--- config.mk ---
export PLATFORM = sky130hd
export DESIGN_NAME = fifo_access_ctrl
export DESIGN_NICKNAME = d
export VERILOG_FILES = /design/src/rtl/fifo_pkg.sv /design/src/rtl/rr_arb3.sv /design/src/rtl/fifo_access_ctrl.sv
export SDC_FILE = /design/constraint.sdc
export NUM_CORES = 1
export LEC_CHECK = 0
export CORE_MARGIN = 4
export CORE_UTILIZATION = 42
export DETAILED_ROUTE_END_ITERATION = 8
export HOLD_SLACK_MARGIN = 0.1
export PLACE_DENSITY = 0.93
export SLEW_MARGIN = 20
export SYNTH_ARGS = -nofsm -noshare
export SYNTH_HDL_FRONTEND = slang
export SYNTH_SLANG_ARGS = --single-unit
--- constraint.sdc ---
create_clock -name clk_d -period 4.5 [get_ports clk_d]
set_clock_uncertainty 0.1 [all_clocks]
set_input_delay 0.675 -clock clk_d [delete_from_list [all_inputs] [get_ports clk_d]]
set_output_delay 0.675 -clock clk_d [all_outputs]
set_load 0.005 [all_outputs]
--- src/rtl/fifo_pkg.sv ---
// Shared types and constants for the FIFO access controller and its arbiter.
package fifo_pkg;

  localparam int unsigned FIFO_DW    = 4;
  localparam int unsigned FIFO_DEPTH = 8;
  localparam int unsigned FIFO_CW    = 4;

  // Round-robin order is W0 -> W1 -> RD -> W0.
  typedef enum logic [1:0] {
    REQ_W0 = 2'd0,
    REQ_W1 = 2'd1,
    REQ_RD = 2'd2
  } req_id_t;

  // Matches the FIFO wnr polarity.
  localparam logic OP_READ  = 1'b0;
  localparam logic OP_WRITE = 1'b1;

  function automatic req_id_t next_req(input req_id_t id);
    case (id)
      REQ_W0:  return REQ_W1;
      REQ_W1:  return REQ_RD;
      default: return REQ_W0;
    endcase
  endfunction

endpackage

--- src/rtl/rr_arb3.sv ---
// Three-way round-robin arbiter: searches from ptr_i, grants the first eligible
// requester and points just past it; the pointer holds when nothing is granted.
module rr_arb3 import fifo_pkg::*; (
  input  logic [2:0] elig_i,
  input  req_id_t    ptr_i,
  output logic [2:0] gnt_o,
  output req_id_t    ptr_next_o
);

  req_id_t cand;

  always_comb begin
    gnt_o      = 3'b000;
    ptr_next_o = ptr_i;
    cand       = ptr_i;
    for (int k = 0; k < 3; k++) begin
      if (gnt_o == 3'b000 && elig_i[cand]) begin
        gnt_o[cand] = 1'b1;
        ptr_next_o  = next_req(cand);
      end
      cand = next_req(cand);
    end
  end

endmodule

--- src/rtl/fifo_access_ctrl.sv ---
// Shares one single-port FIFO between two writers and one reader, one command
// per cycle, with a local occupancy count cross-checked against the FIFO flags.
module fifo_access_ctrl import fifo_pkg::*; #(
  parameter int unsigned DW    = FIFO_DW,
  parameter int unsigned DEPTH = FIFO_DEPTH,
  parameter int unsigned CW    = FIFO_CW
) (
  input  logic          clk_d,
  input  logic          rst,
  input  logic          wr0_req,
  input  logic [DW-1:0] wr0_data,
  output logic          wr0_ack,
  input  logic          wr1_req,
  input  logic [DW-1:0] wr1_data,
  output logic          wr1_ack,
  input  logic          rd_req,
  output logic          rd_ack,
  output logic          rd_valid,
  output logic [DW-1:0] rd_data,
  output logic          fifo_en,
  output logic          fifo_wnr,
  output logic [DW-1:0] fifo_d_in,
  input  logic [DW-1:0] fifo_d_out,
  input  logic          fifo_full,
  input  logic          fifo_empty,
  output logic [CW-1:0] count,
  output logic          err
);

  localparam logic [CW-1:0] DepthC = CW'(DEPTH);

  logic [CW-1:0] count_q, count_d;
  req_id_t       ptr_q, ptr_d, ptr_nxt;
  logic          en_q, en_d;
  logic          wnr_q, wnr_d;
  logic [DW-1:0] din_q, din_d;
  logic          rd_valid_q, rd_valid_d;
  logic          err_q, err_d;
  logic [2:0]    elig, gnt;
  logic          wr_gnt;

  // Gating eligibility with rst keeps acks low throughout reset.
  always_comb begin
    elig[0] = rst && wr0_req && (count_q < DepthC);
    elig[1] = rst && wr1_req && (count_q < DepthC);
    elig[2] = rst && rd_req && (count_q != '0);
  end

  rr_arb3 u_arb (
    .elig_i     (elig),
    .ptr_i      (ptr_q),
    .gnt_o      (gnt),
    .ptr_next_o (ptr_nxt)
  );

  assign wr0_ack = gnt[0];
  assign wr1_ack = gnt[1];
  assign rd_ack  = gnt[2];
  assign wr_gnt  = gnt[0] | gnt[1];

  always_comb begin
    count_d = count_q;
    ptr_d   = ptr_nxt;
    en_d    = |gnt;
    wnr_d   = wnr_q;
    din_d   = din_q;
    if (wr_gnt) begin
      count_d = count_q + 1'b1;
      wnr_d   = OP_WRITE;
      din_d   = gnt[1] ? wr1_data : wr0_data;
    end else if (gnt[2]) begin
      count_d = count_q - 1'b1;
      wnr_d   = OP_READ;
    end
    // A read issued last cycle has its data on fifo_d_out this cycle.
    rd_valid_d = en_q && (wnr_q == OP_READ);
    // Flags only agree with count when no command is still in flight.
    err_d = err_q | (!en_q && ((fifo_full != (count_q == DepthC)) ||
                               (fifo_empty != (count_q == '0))));
  end

  always_ff @(posedge clk_d) begin
    if (!rst) begin
      count_q    <= '0;
      ptr_q      <= REQ_W0;
      en_q       <= 1'b0;
      wnr_q      <= OP_READ;
      din_q      <= '0;
      rd_valid_q <= 1'b0;
      err_q      <= 1'b0;
    end else begin
      count_q    <= count_d;
      ptr_q      <= ptr_d;
      en_q       <= en_d;
      wnr_q      <= wnr_d;
      din_q      <= din_d;
      rd_valid_q <= rd_valid_d;
      err_q      <= err_d;
    end
  end

  assign count     = count_q;
  assign fifo_en   = en_q;
  assign fifo_wnr  = wnr_q;
  assign fifo_d_in = din_q;
  assign rd_valid  = rd_valid_q;
  assign rd_data   = fifo_d_out;
  assign err       = err_q;

  a_gnt_onehot: assert property (@(posedge clk_d) disable iff (!rst) $onehot0(gnt));
  a_no_overflow: assert property (@(posedge clk_d) disable iff (!rst)
                                  wr_gnt |-> (count_q != DepthC));
  a_no_underflow: assert property (@(posedge clk_d) disable iff (!rst)
                                   gnt[2] |-> (count_q != '0));

endmodule

# Word-level counts from Yosys, hierarchy flattened
# Cells that the tools add are included.
[totals]
ff_bits = 14
inputBits = 19
output_inout_bits = 19
elab_cells = 78
[op_classes]
add_sub_neg = 2
magnitude_cmp = 7
n_eq_ne = 6
mux = 26
bitwise_logic = 5
reduce_logical = 25
[op_table]
columns = ["op", "count"]
rows = [
  ["1-bit logical AND", 13],
  ["4-bit two-way mux", 3],
  ["2-bit one-hot mux with 2 select lines", 3],
  ["2-bit by 3-bit < comparator with 1-bit output (second input constant)", 3],
  ["3-bit two-way mux", 3],
  ["1-bit two-way mux", 8],
  ["1-bit binary-select mux with 2-bit select", 3],
  ["1-bit demux with 2-bit select", 3],
  ["2-bit by 1-bit equality test with 1-bit output (second input constant)", 3],
  ["2-bit by 1-bit greater-or-equal comparator with 1-bit output (second input constant)", 3],
  ["2-bit zero test", 3],
  ["3-bit zero test", 2],
  ["2-bit two-way mux", 3],
  ["3-bit OR", 2],
  ["4-bit by 1-bit adder with 4-bit output (second input constant)", 1],
  ["4-bit equality test (second input constant)", 1],
  ["4-bit zero test", 1],
  ["4-bit < comparator (second input constant)", 1],
  ["4-bit nonzero test", 1],
  ["4-bit by 1-bit subtractor with 4-bit output (second input constant)", 1],
  ["3-bit nonzero test", 1],
  ["3-bit OR reduction", 1],
  ["1-bit != test", 2],
  ["1-bit OR", 2],
  ["other kinds (4)", 4],
]

# Logic depth before layout (Yosys ltp)
# Gate-level depths: netlist of run 1.
[depth]
depth_word = 13
depth_mapped = 10
depth_no_buf = 8

# By module
# A second synthesis of run 1 with hierarchy kept.
[unflattened]
cells_unflattened = 94
hier_area_um2 = 815.8
[modules_own_cells]
columns = ["module", "instances", "cells_per_inst", "area_each_um2", "seq_area_each_um2"]
rows = [
  ["fifo_access_ctrl", 1, 76, 728.2, 280.3],
  ["rr_arb3", 1, 18, 87.6, 0.0],
]

# Worst setup path after synthesis of run 1
# OpenSTA, ideal clock, no wires.
[synth_timing]
path_type = "input port to flip-flop"
start = "in wr1_req"
end = "reg count_q[2], in the netlist count[2]"
setup_time_ps = 74
arrival_ps = 2447
t_required_ps = 4326
path_slack_ps = 1879
stages = 10
path_buffers = 2
cell_sequence = "and3b_1 clkbuf_2 nand4b_1 and3_2 buf_2 xnor2_1 ha_1 and4_2 or3_1 a31oi_1"
[synth_between]
elab_chain_cells = 13
elab_cells_between_ends = 20
cone_classes = "10 x mux; 3 x bitwise; 7 x reduce/logical"
[synth_lines]
columns = ["element", "line", "rtl"]
rows = [
  ["from (decl)", "fifo_access_ctrl.sv:13", "input logic wr1_req,"],
  ["1-bit logical AND * (2 in a row)", "fifo_access_ctrl.sv:45", "elig[1] = rst && wr1_req && (count_q < DepthC);"],
  ["1-bit binary-select mux with 2-bit select", "rr_arb3.sv:17", "if (gnt_o == 3'b000 && elig_i[cand]) begin"],
  ["1-bit two-way mux (implied by the code)", "rr_arb3.sv:17", ""],
  ["3-bit two-way mux", "rr_arb3.sv:17", ""],
  ["3-bit zero test", "rr_arb3.sv:17", ""],
  ["1-bit logical AND", "rr_arb3.sv:17", ""],
  ["3-bit two-way mux", "rr_arb3.sv:17", ""],
  ["3-bit zero test", "rr_arb3.sv:17", ""],
  ["1-bit logical AND", "rr_arb3.sv:17", ""],
  ["3-bit two-way mux *", "rr_arb3.sv:17", ""],
  ["1-bit OR", "fifo_access_ctrl.sv:59", "assign wr_gnt = gnt[0] | gnt[1];"],
  ["4-bit two-way mux / 2-bit nonzero test (equally long branches)", "--", ""],
  ["to (signal assigned)", "fifo_access_ctrl.sv:92", "count_q <= count_d;"],
  ["to (decl)", "fifo_access_ctrl.sv:32", "logic [CW-1:0] count_q, count_d;"],
]
# Every way passes the cells marked *; elsewhere a longest branch is shown, timed or not. The select of a mux whose other input is x is not followed.
# A chain may end at the register's enable or synchronous reset.

# Final worst setup path of run 1
[layout_timing]
start = "in rst"
end = "out wr1_ack"
[layout_between]
elab_chain_cells = 11
elab_cells_between_ends = 21
cone_classes = "9 x mux; 2 x bitwise; 10 x reduce/logical"
[layout_lines]
columns = ["element", "line", "rtl"]
rows = [
  ["from (decl)", "fifo_access_ctrl.sv:9", "input logic rst,"],
  ["1-bit logical AND (on tied branches) (2 in a row)", "fifo_access_ctrl.sv:44, fifo_access_ctrl.sv:46, fifo_access_ctrl.sv:45", ""],
  ["1-bit binary-select mux with 2-bit select", "rr_arb3.sv:17", ""],
  ["1-bit two-way mux (implied by the code)", "rr_arb3.sv:17", ""],
  ["3-bit two-way mux", "rr_arb3.sv:17", ""],
  ["3-bit zero test", "rr_arb3.sv:17", ""],
  ["1-bit logical AND", "rr_arb3.sv:17", ""],
  ["3-bit two-way mux", "rr_arb3.sv:17", ""],
  ["3-bit zero test", "rr_arb3.sv:17", ""],
  ["1-bit logical AND", "rr_arb3.sv:17", ""],
  ["3-bit two-way mux *", "rr_arb3.sv:17", ""],
  ["to (decl)", "fifo_access_ctrl.sv:15", "output logic wr1_ack,"],
]
# Marks and branches as above.

==> results.yml, run 1 <==
outcome:
  outcome: "finished clean"
cts:
  postCtsSetupBuffers: 0
  htreeDepth: 1
  cts_buffers: 3
  cts_tree: "built"
  clockBufferDepth: 2
  cts_resized: 0
  clock-root-buffer: "clkbuf_4"
  cts_hold_buf: 0
  clk_latency_ps: 280
  cts.sinks: 14
  clk_pin_slew_ps: 90
job:
  cap_viol_max_count: 0
synth:
  yosysSeqAreaShare_pct: 36.25
  synth-edff-count: 0
  netlist_area_um2: 773.2
  synth_nets: 111
  synth-seq-cells: 14
  synth_area_leaders: "dfxtp_1 (36%), a21oi_1 (7.8%), mux2i_1 (5.2%), o21ai_0 (4.5%), buf_4 (3.9%)"
  netlist_instances: 91
  synthFlopType: "dfxtp_1"
  synthDistinctLibCells: 36
  synth_largest_area_cell: "dfxtp_1"
  synth-async-reset-ratio_pct: 0
  avgSynthCellArea_um2: 8.497
  synth_warnings: 0
  synth_top_area_share_pct: 36.25
finish:
  syn2layout_area_growth_pct: 40.61
  regArea_um2: 280.3
  antennaDiodeCount: 0
  drive_above_1_share_pct: 9.402
  final_common_cell: "clkdlybuf4s50_1"
  final_cell_mix: "clkdlybuf4s50_1 (29), dfxtp_1 (14), a21oi_1 (12), inv_1 (8), o21ai_0 (7)"
  fin_nets: 138
  fillerInstances: 147
  multi_input_area_um2: 419.2
power:
  powerDensity_nw_per_um2: 352.5
  ir_drop_uv: 246.8
  p_leak_nw: 0.4412
drt:
  vias_per_cell: 5.366
  vias: 762
  dr.pass1.iters: 4
  drt-total-wl_mm: 2.005
  wire_per_inst_um: 14.12
  drtAntennaViolNets: 0
  first_iter_violations: 19
  route.detailed.drc: 0
floorplan:
  rows: 15
  die_h_um: 50.91
  die_w_um: 50.91
  start_util_pct: 44.78
  die-area_um2: 2591
  io_pins: 38
  core_area_um2: 1727
grt:
  overflow: 0
  grt_max_degree: 13
  grt_pass1_vias: 689
  grt_usage_pct: 16.86
  antenna_found_initial: 0
  grt_pass1_wl_mm: 3.284
sta:
  period_needed_ps: 3413
  slew_viol_final: 0
  worst_slew_pin_slew_ps: 446.7
  setup_tns_ps: 0
  max_freq_mhz: 293.0
  hold_violations: 0
  rsz0062_at_grt: "false"
  finalCritPeriodShare_pct: 75.84
  slew_headroom_pct: 69.99
  setup_slack_ps: 1087
  setup_viol: 0
worst_hold_path:
  hold_class: "reg -> reg"
critical_path:
  critPathKind: "in -> out"
  crit_required_ps: 3720
  critPathLaunchType: "primary input"
  arrival_ps: 2640
  rrSetupSlack_ps: 1970
  end_kind: "output port"
  crit_fanout: 12
placement:
  dp_hpwl_mm: 1.561
  dp_slack_ps: 1078
  routabilityCongestion: 0.8878
  port_buffers: 29
## path summary, 6_finish.rpt
kind                                             from                    end  depth (start not counted)
worst max-delay path                              rst                wr1_ack                          6
worst min-delay path            fifo_wnr$_SDFFE_PN0P_    rd_valid$_SDFF_PN0_                          1
worst max register to register  count[3]$_SDFFE_PN0P_  count[2]$_SDFFE_PN0P_                          8
worst min register to register  fifo_wnr$_SDFFE_PN0P_    rd_valid$_SDFF_PN0_                          1
## worst max-delay path, cell delays in order
cell and delay, ps:
clkdlybuf4s50_1 590, and3b_2 330, o21ai_0 120, nand3_1 300, inv_1 120, clkdlybuf4s50_1 500
## layout make-up
| class | count | area share, % |
|---|---|---|
| multi-input cells | 62 | 38.55 |
| repair buffers | 29 | 26.70 |
| flip-flops and latches | 14 | 25.78 |
| clock buffers | 4 | 3.337 |
| well taps | 25 | 2.877 |
| inverters | 8 | 2.762 |
## power breakdown
group          switching (mW)  leakage [nW]  internal (mW)
registers              0.0198         0.116          0.141
logic                  0.0564         0.304         0.0737
clock network          0.0429        0.0210         0.0493
total                   0.119         0.441          0.264
## routing by layer
layer  share of wire (%)  GRT usage (%)  wire length, um
met1                  44          21.14              888
met2                  48          27.25              971
met3                 4.4          3.207               89
met4                 2.7          8.520               55
met5                   0              0                0
## cells by family (layout without fill, tap and decap cells)
| kind of cell | after synthesis | in the layout | synth area share (%) |
|---|---|---|---|
| compound gates | 28 | 28 | 22.82 |
| xor+xnor | 2 | 2 | 2.266 |
| fa+ha+maj | 1 | 1 | 1.618 |
| buf+inv | 15 | 41 | 9.546 |
| flops | 14 | 14 | 36.25 |
| mux | 4 | 4 | 5.178 |
| simple gates | 27 | 27 | 22.33 |
## through the flow
step / hold WS (ps) / total power, mW / utilization (%) / std cells / area (um2)
floorplan: 328.9 / 0.2325 / - / 91 / 773.2
global placement: 331.3 / 0.2877 / 60.87 / 138 / 1051
detailed placement: 344.0 / 0.2918 / 60.87 / 138 / 1051
CTS: 358.7 / 0.3829 / 62.97 / 142 / 1087
global route: 397.4 / 0.4091 / 62.97 / 142 / 1087
finish: 358.5 / 0.3832 / 62.97 / 142 / 1087
## synth_stat cells, types with 2 or more instances
| library cell | n |
|---|---|
| dfxtp_1 | 14 |
| buf_4 | 4 |
| o21ai_0 | 7 |
| inv_1 | 8 |
| a41oi_1 | 2 |
| nand2_1 | 6 |
| xnor2_1 | 2 |
| a21oi_1 | 12 |
| nor2_1 | 6 |
| mux2i_1 | 4 |
## state kept, by name, summed over array words and instances (netlist names)
name       flops
count          4
fifo_wnr       1
err            1
ptr_q          2
fifo_d_in      4
rd_valid       1
fifo_en        1
(Power assumes the default switching activity.)
==> run 2: changes to the inputs <==
--- a/config.mk
+++ b/config.mk
@@ -6,10 +6,10 @@
 export NUM_CORES = 1
 export LEC_CHECK = 0
 export CORE_MARGIN = 4
-export CORE_UTILIZATION = 42
+export CORE_UTILIZATION = 35
 export DETAILED_ROUTE_END_ITERATION = 8
 export HOLD_SLACK_MARGIN = 0.1
-export PLACE_DENSITY = 0.93
+export PLACE_DENSITY = 0.84
 export SLEW_MARGIN = 20
 export SYNTH_ARGS = -nofsm -noshare
 export SYNTH_HDL_FRONTEND = slang
==> constraint.sdc (replaced) <==
create_clock -name clk_d -period 2.9 [get_ports clk_d]
set_clock_uncertainty 0.1 [all_clocks]
set_input_delay 0.435 -clock clk_d [delete_from_list [all_inputs] [get_ports clk_d]]
set_output_delay 0.435 -clock clk_d [all_outputs]
set_load 0.005 [all_outputs]
==> run 2 against run 1 <==
Compared with the run above: worst setup slack worse by 990 ps; via count down 3.1%; first-iteration DRC count fell by 74%; flip-flop and latch count unchanged; worst hold slack got worse by 7.8 ps; utilization down 7.5 points; routed wire length fell by 2.2%; critical endpoint is now wr0_ack.
==> results.yml, run 2 (synthesis gave the netlist of run 1 again) <==
grt:
  met2_usage_pct: 25.20
  grt.busiest_layer: "met2"
  met1_usage_pct: 18.31
  grt_usage_pct: 15.11
  grt_pass1_wl_mm: 3.236
  grt_pass1_vias: 728
  overflow: 0
  grtUsageMet3_pct: 5.630
  grt_max_degree: 11
  antenna_found_initial: 0
floorplan:
  die_h_um: 55
  io_pins: 38
  rows: 16
  die-area_um2: 3025
  start_util_pct: 38.24
  core_area_um2: 2022
  die_w_um: 55
drt:
  vias_per_cell: 4.986
  vias: 738
  route.detailed.drc: 0
  drtAntennaViolNets: 0
  dr.pass1.iters: 4
  first_iter_violations: 5
  drt-total-wl_mm: 1.960
  wire_per_inst_um: 13.24
placement:
  dp_hpwl_mm: 1.543
  port_buffers: 29
  routabilityCongestion: 0.8681
cts:
  clk_latency_ps: 280
  postCtsSetupBuffers: 0
  clockBufferDepth: 2
  cts.sinks: 14
  cts_tree: "built"
  clk_pin_slew_ps: 90
  cts_hold_buf: 0
  clock-root-buffer: "clkbuf_4"
  htreeDepth: 1
  cts_buffers: 3
sta:
  hold_violations: 0
  setup_tns_ps: 0
  max_freq_mhz: 356.5
  slew_viol_final: 0
  timing.hold.ws_ps: 350.7
  slew_headroom_pct: 72.69
  rsz0062_at_grt: "false"
  setup_viol: 0
  period_needed_ps: 2805
  worst_slew_pin_slew_ps: 406.5
  finalCritPeriodShare_pct: 96.73
critical_path:
  crit_fanout: 6
  critPathKind: "reg -> out"
  arrival_ps: 2270
  critPathLaunchType: "register"
  rrSetupSlack_ps: 510
  end_kind: "output port"
  crit_required_ps: 2370
worst_hold_path:
  hold_class: "reg -> reg"
outcome:
  outcome: "finished clean"
finish:
  drive_above_1_share_pct: 13.22
  final_cell_mix: "clkdlybuf4s50_1 (29), dfxtp_1 (13), a21oi_1 (12), inv_1 (8), o21ai_0 (7)"
  syn2layout_area_growth_pct: 44.98
  antennaDiodeCount: 0
  final_common_cell: "clkdlybuf4s50_1"
  fin_nets: 142
  utilization_pct: 55.45
power:
  swShare_pct: 30.45
  power_frac_comb_pct: 34.1
  p_switching_mw: 0.1813
  p_leak_nw: 0.4609
  power_frac_seq_pct: 42.0
  p_int_mw: 0.4142
  powerDensity_nw_per_um2: 531.2
  ir_drop_uv: 247.3
  p_clk_share_pct: 23.9
job:
  cap_viol_max_count: 0
==> run 2: layout make-up <==
type                            count  area (um2)
Fill cell                         191       900.9
Multi-Input combinational cell     62       419.2
Timing Repair Buffer               33       320.3
Sequential cell                    14       281.5
Clock buffer                        4       36.28
Tap cell                           27       33.78
Inverter                            8       30.03
==> run 2: power groups by stage <==
stage	Sequential, mW	Clock [mW]	Combinational [mW]
after floorplan	0.251	0	0.110
after global placement	0.253	0	0.200
after detailed placement	0.254	0	0.204
after CTS	0.250	0.146	0.205
after global routing	0.255	0.158	0.227
final	0.250	0.142	0.203
==> run 2: worst max-delay path, cell delays in order (launching register included) <==
cell and delay (ps):
dfxtp_1 380, or4_4 570, and2_2 230, o21a_1 210, nor2_1 100, clkdlybuf4s50_1 500
==> run 2: timing repair <==
item,4_1_cts,5_1_grt
endpoints found under the hold margin,0,0
resized for setup,0,1
setup endpoints to repair,0,1
==> run 2: worst paths after layout <==
| kind | startpoint | endpoint | cells past startpoint |
|---|---|---|---|
| worst min register to register | err$_SDFF_PN0_ | err$_SDFF_PN0_ | 2 |
| worst min-delay path | err$_SDFF_PN0_ | err$_SDFF_PN0_ | 2 |
| worst max register to register | count[0]$_SDFFE_PN0P_ | count[2]$_SDFFE_PN0P_ | 8 |
| worst max-delay path | count[0]$_SDFFE_PN0P_ | wr0_ack | 5 |
==> run 2: through the flow <==
| step | worst slack (ps) | cells | power [mW] | area [um2] |
|---|---|---|---|---|
| after floorplan | 477.2 | 91 | 0.3607 | 773.2 |
| after global placement | 218.3 | 144 | 0.4526 | 1084 |
| after detailed placement | 118.7 | 144 | 0.4580 | 1084 |
| after CTS | 71.29 | 148 | 0.6005 | 1120 |
| after global routing | 7.382 | 148 | 0.6398 | 1121 |
| final | 94.90 | 148 | 0.5955 | 1121 |
==> run 2: routing by layer <==
layer / wire length (um) / part of all wire (%)
met5: 0 / 0
met4: 10 / 0.51
met3: 103 / 5.3
met2: 951 / 49
met1: 894 / 46
==> RTL edit (config.mk and constraints of run 1) <==
One comparison of `count_q` changes from == to >=.
--- a/src/rtl/fifo_access_ctrl.sv
+++ b/src/rtl/fifo_access_ctrl.sv
@@ -75,7 +75,7 @@
     // A read issued last cycle has its data on fifo_d_out this cycle.
     rd_valid_d = en_q && (wnr_q == OP_READ);
     // Flags only agree with count when no command is still in flight.
-    err_d = err_q | (!en_q && ((fifo_full != (count_q == DepthC)) ||
+    err_d = err_q | (!en_q && ((fifo_full != (count_q >= DepthC)) ||
                                (fifo_empty != (count_q == '0))));
   end
 
Check against the original RTL: same outputs for any inputs over 10 cycles, from zero or initial values and one cycle with rst low; that may be too few to reach the edited logic, so the function may still have changed.
==> RTL edit against run 1 <==
- hold slack lost 0.032 ns
- total power grew 4.1%
- worst setup slack lost 0.026 ns
- via count grew 28%
- highest routed layer unchanged
- sequential cell count is the same
- register-to-register slack lost 0.41 ns
- fmax shrank 0.76%
- sequential share of layout area shrank 2.4 points
- cell area grew 10%
- routed wire length grew 25%
- synthesized area grew 14%
- combinational power grew 12%
==> RTL edit: results (changes against run 1) <==
Clocking
  • CTS clk-pin slew, worst paths: 0.09 ns (about the same)
  • Post-CTS setup buffers: 0 (unchanged)
  • CTS Buf Count: 3 (unchanged)
  • CTS root buffer: clkbuf_4

STA
  • Slew HR: 66.6% (-3.4 points)
  • Peak Freq: 0.291 GHz (-0.76%)
  • Hold Slack: 0.326 ns (-0.0321 ns)

Global routing
  • GRT Total Usage: 18.7% (+1.9 points)
  • Vias in the first global route: 920 (+34%)
  • First-pass GRT wire length: 3.88 mm (+18%)
  • Largest net degree at the start of global routing: 16 (+3)

Critical path
  • R2r worst-path depth: 8 (unchanged)
  • Reg2Reg Setup Slack: 1.56 ns (-0.41 ns)
  • CP top delay family: simple AND/OR/NAND/NOR gates
  • Critical path arrival: 3.51 ns (+0.87 ns)
  • Critical-path maximum fanout: 15 (+3)
  • Critical path's largest stage delay: 0.77 ns (+0.18 ns)

Place
  • Dpl cell area: 0.00116 mm^2 (+11%)
  • DP Wirelength: 1.89 mm (+21%)
  • DP Worst Slack: 0.838 ns (-0.240 ns)
  • RePlAce Congestion: 0.840 (-5.4%)

Yosys
  • Synth area leaders: dfxtp_1 32%, a21oi_1 5.7%, o31ai_1 5.1%, a311oi_1 5.0%, buf_4 3.4%
  • Mean post-synth cell area: 8.45 um^2 (-0.61%)
  • Sequential area share after synthesis: 31.9% (-4.3 points)
  • Post-synth top cells: 14 x dfxtp_1, 10 x a21oi_1, 6 x inv_1, 6 x nor2_1, 6 x o31ai_1
  • Yosys cell types: 39 (+8.3%)
  • Post-synth net total: 124 (+12%)

Power and ir drop
  • Peak supply drop: 0.243 mV (-1.5%)

Drt
  • Total Routed Length: 2.50 mm (+25%)
  • Drt initial violations: 50 (+31)
  • Via count: 976 (+28%)

Final layout
  • Number of diodes: 0 (unchanged)
  • Share of layout cells above drive strength 1: 7.63% (-1.8 points)
  • Post-Layout Cell Count: 158 (+11%)
  • Nets: 152 (+10%)

Worst hold path
  • Hold Crit Start: fifo_wnr$_SDFFE_PN0P_

Run status
  • Status: finished, final reports clean
==> RTL edit: cell count changes after synthesis, moves of 2 or more <==
cell and change:
o21ai_0 -7, o31ai_1 +6, a311oi_1 +4, nand4_1 +4, mux2i_1 -3, a211oi_1 +2, a21oi_1 -2, a41oi_1 -2
inv_1 -2, nand3_1 +2, nand3b_1 +2, nor3_1 +2, or4_1 +2
==> RTL edit: layer usage <==
metal  vias to the layer above  global-route usage, %  wire length [um]
met5                         -                      0                 0
li1                        453                      -                 -
met1                       438                   20.3               949
met3                        11                   3.60               257
met2                        74                   31.5              1190
met4                         0                   14.9               102
==> RTL edit: final cells by class <==
class	instances	area [um^2]
sequential	14	280
fill	168	782
inverter	7	26.3
timing repair buffer	29	290
tap	27	33.8
multi-input combinational	77	533
clock buffer	4	36.3
==> RTL edit: kinds of logic after synthesis <==
logic type / Yosys count / synth area share (%)
compound gates: 34 / 27.9
xor+xnor: 3 / 2.99
fa+ha+maj: 1 / 1.42
buf+inv: 13 / 7.41
flops: 14 / 31.9
mux: 1 / 1.14
simple gates: 38 / 27.2
==> RTL edit: report_power, final <==
group / internal (mW) / switching (mW)
Sequential: 0.140 / 0.0207
Clock: 0.0493 / 0.0437
Combinational: 0.0804 / 0.0652
Total: 0.269 / 0.130
==> RTL edit: worst max-delay path by stage <==
stage	cells past startpoint	end	from
2_1_floorplan	9	count[2]$_SDFFE_PN0P_	rst
3_3_place_gp	9	count[2]$_SDFFE_PN0P_	rst
3_5_place_dp	8	count[2]$_SDFFE_PN0P_	rst
4_1_cts	5	wr0_ack	rst
5_1_grt	8	count[2]$_SDFFE_PN0P_	rst
6_report	8	count[2]$_SDFFE_PN0P_	rst
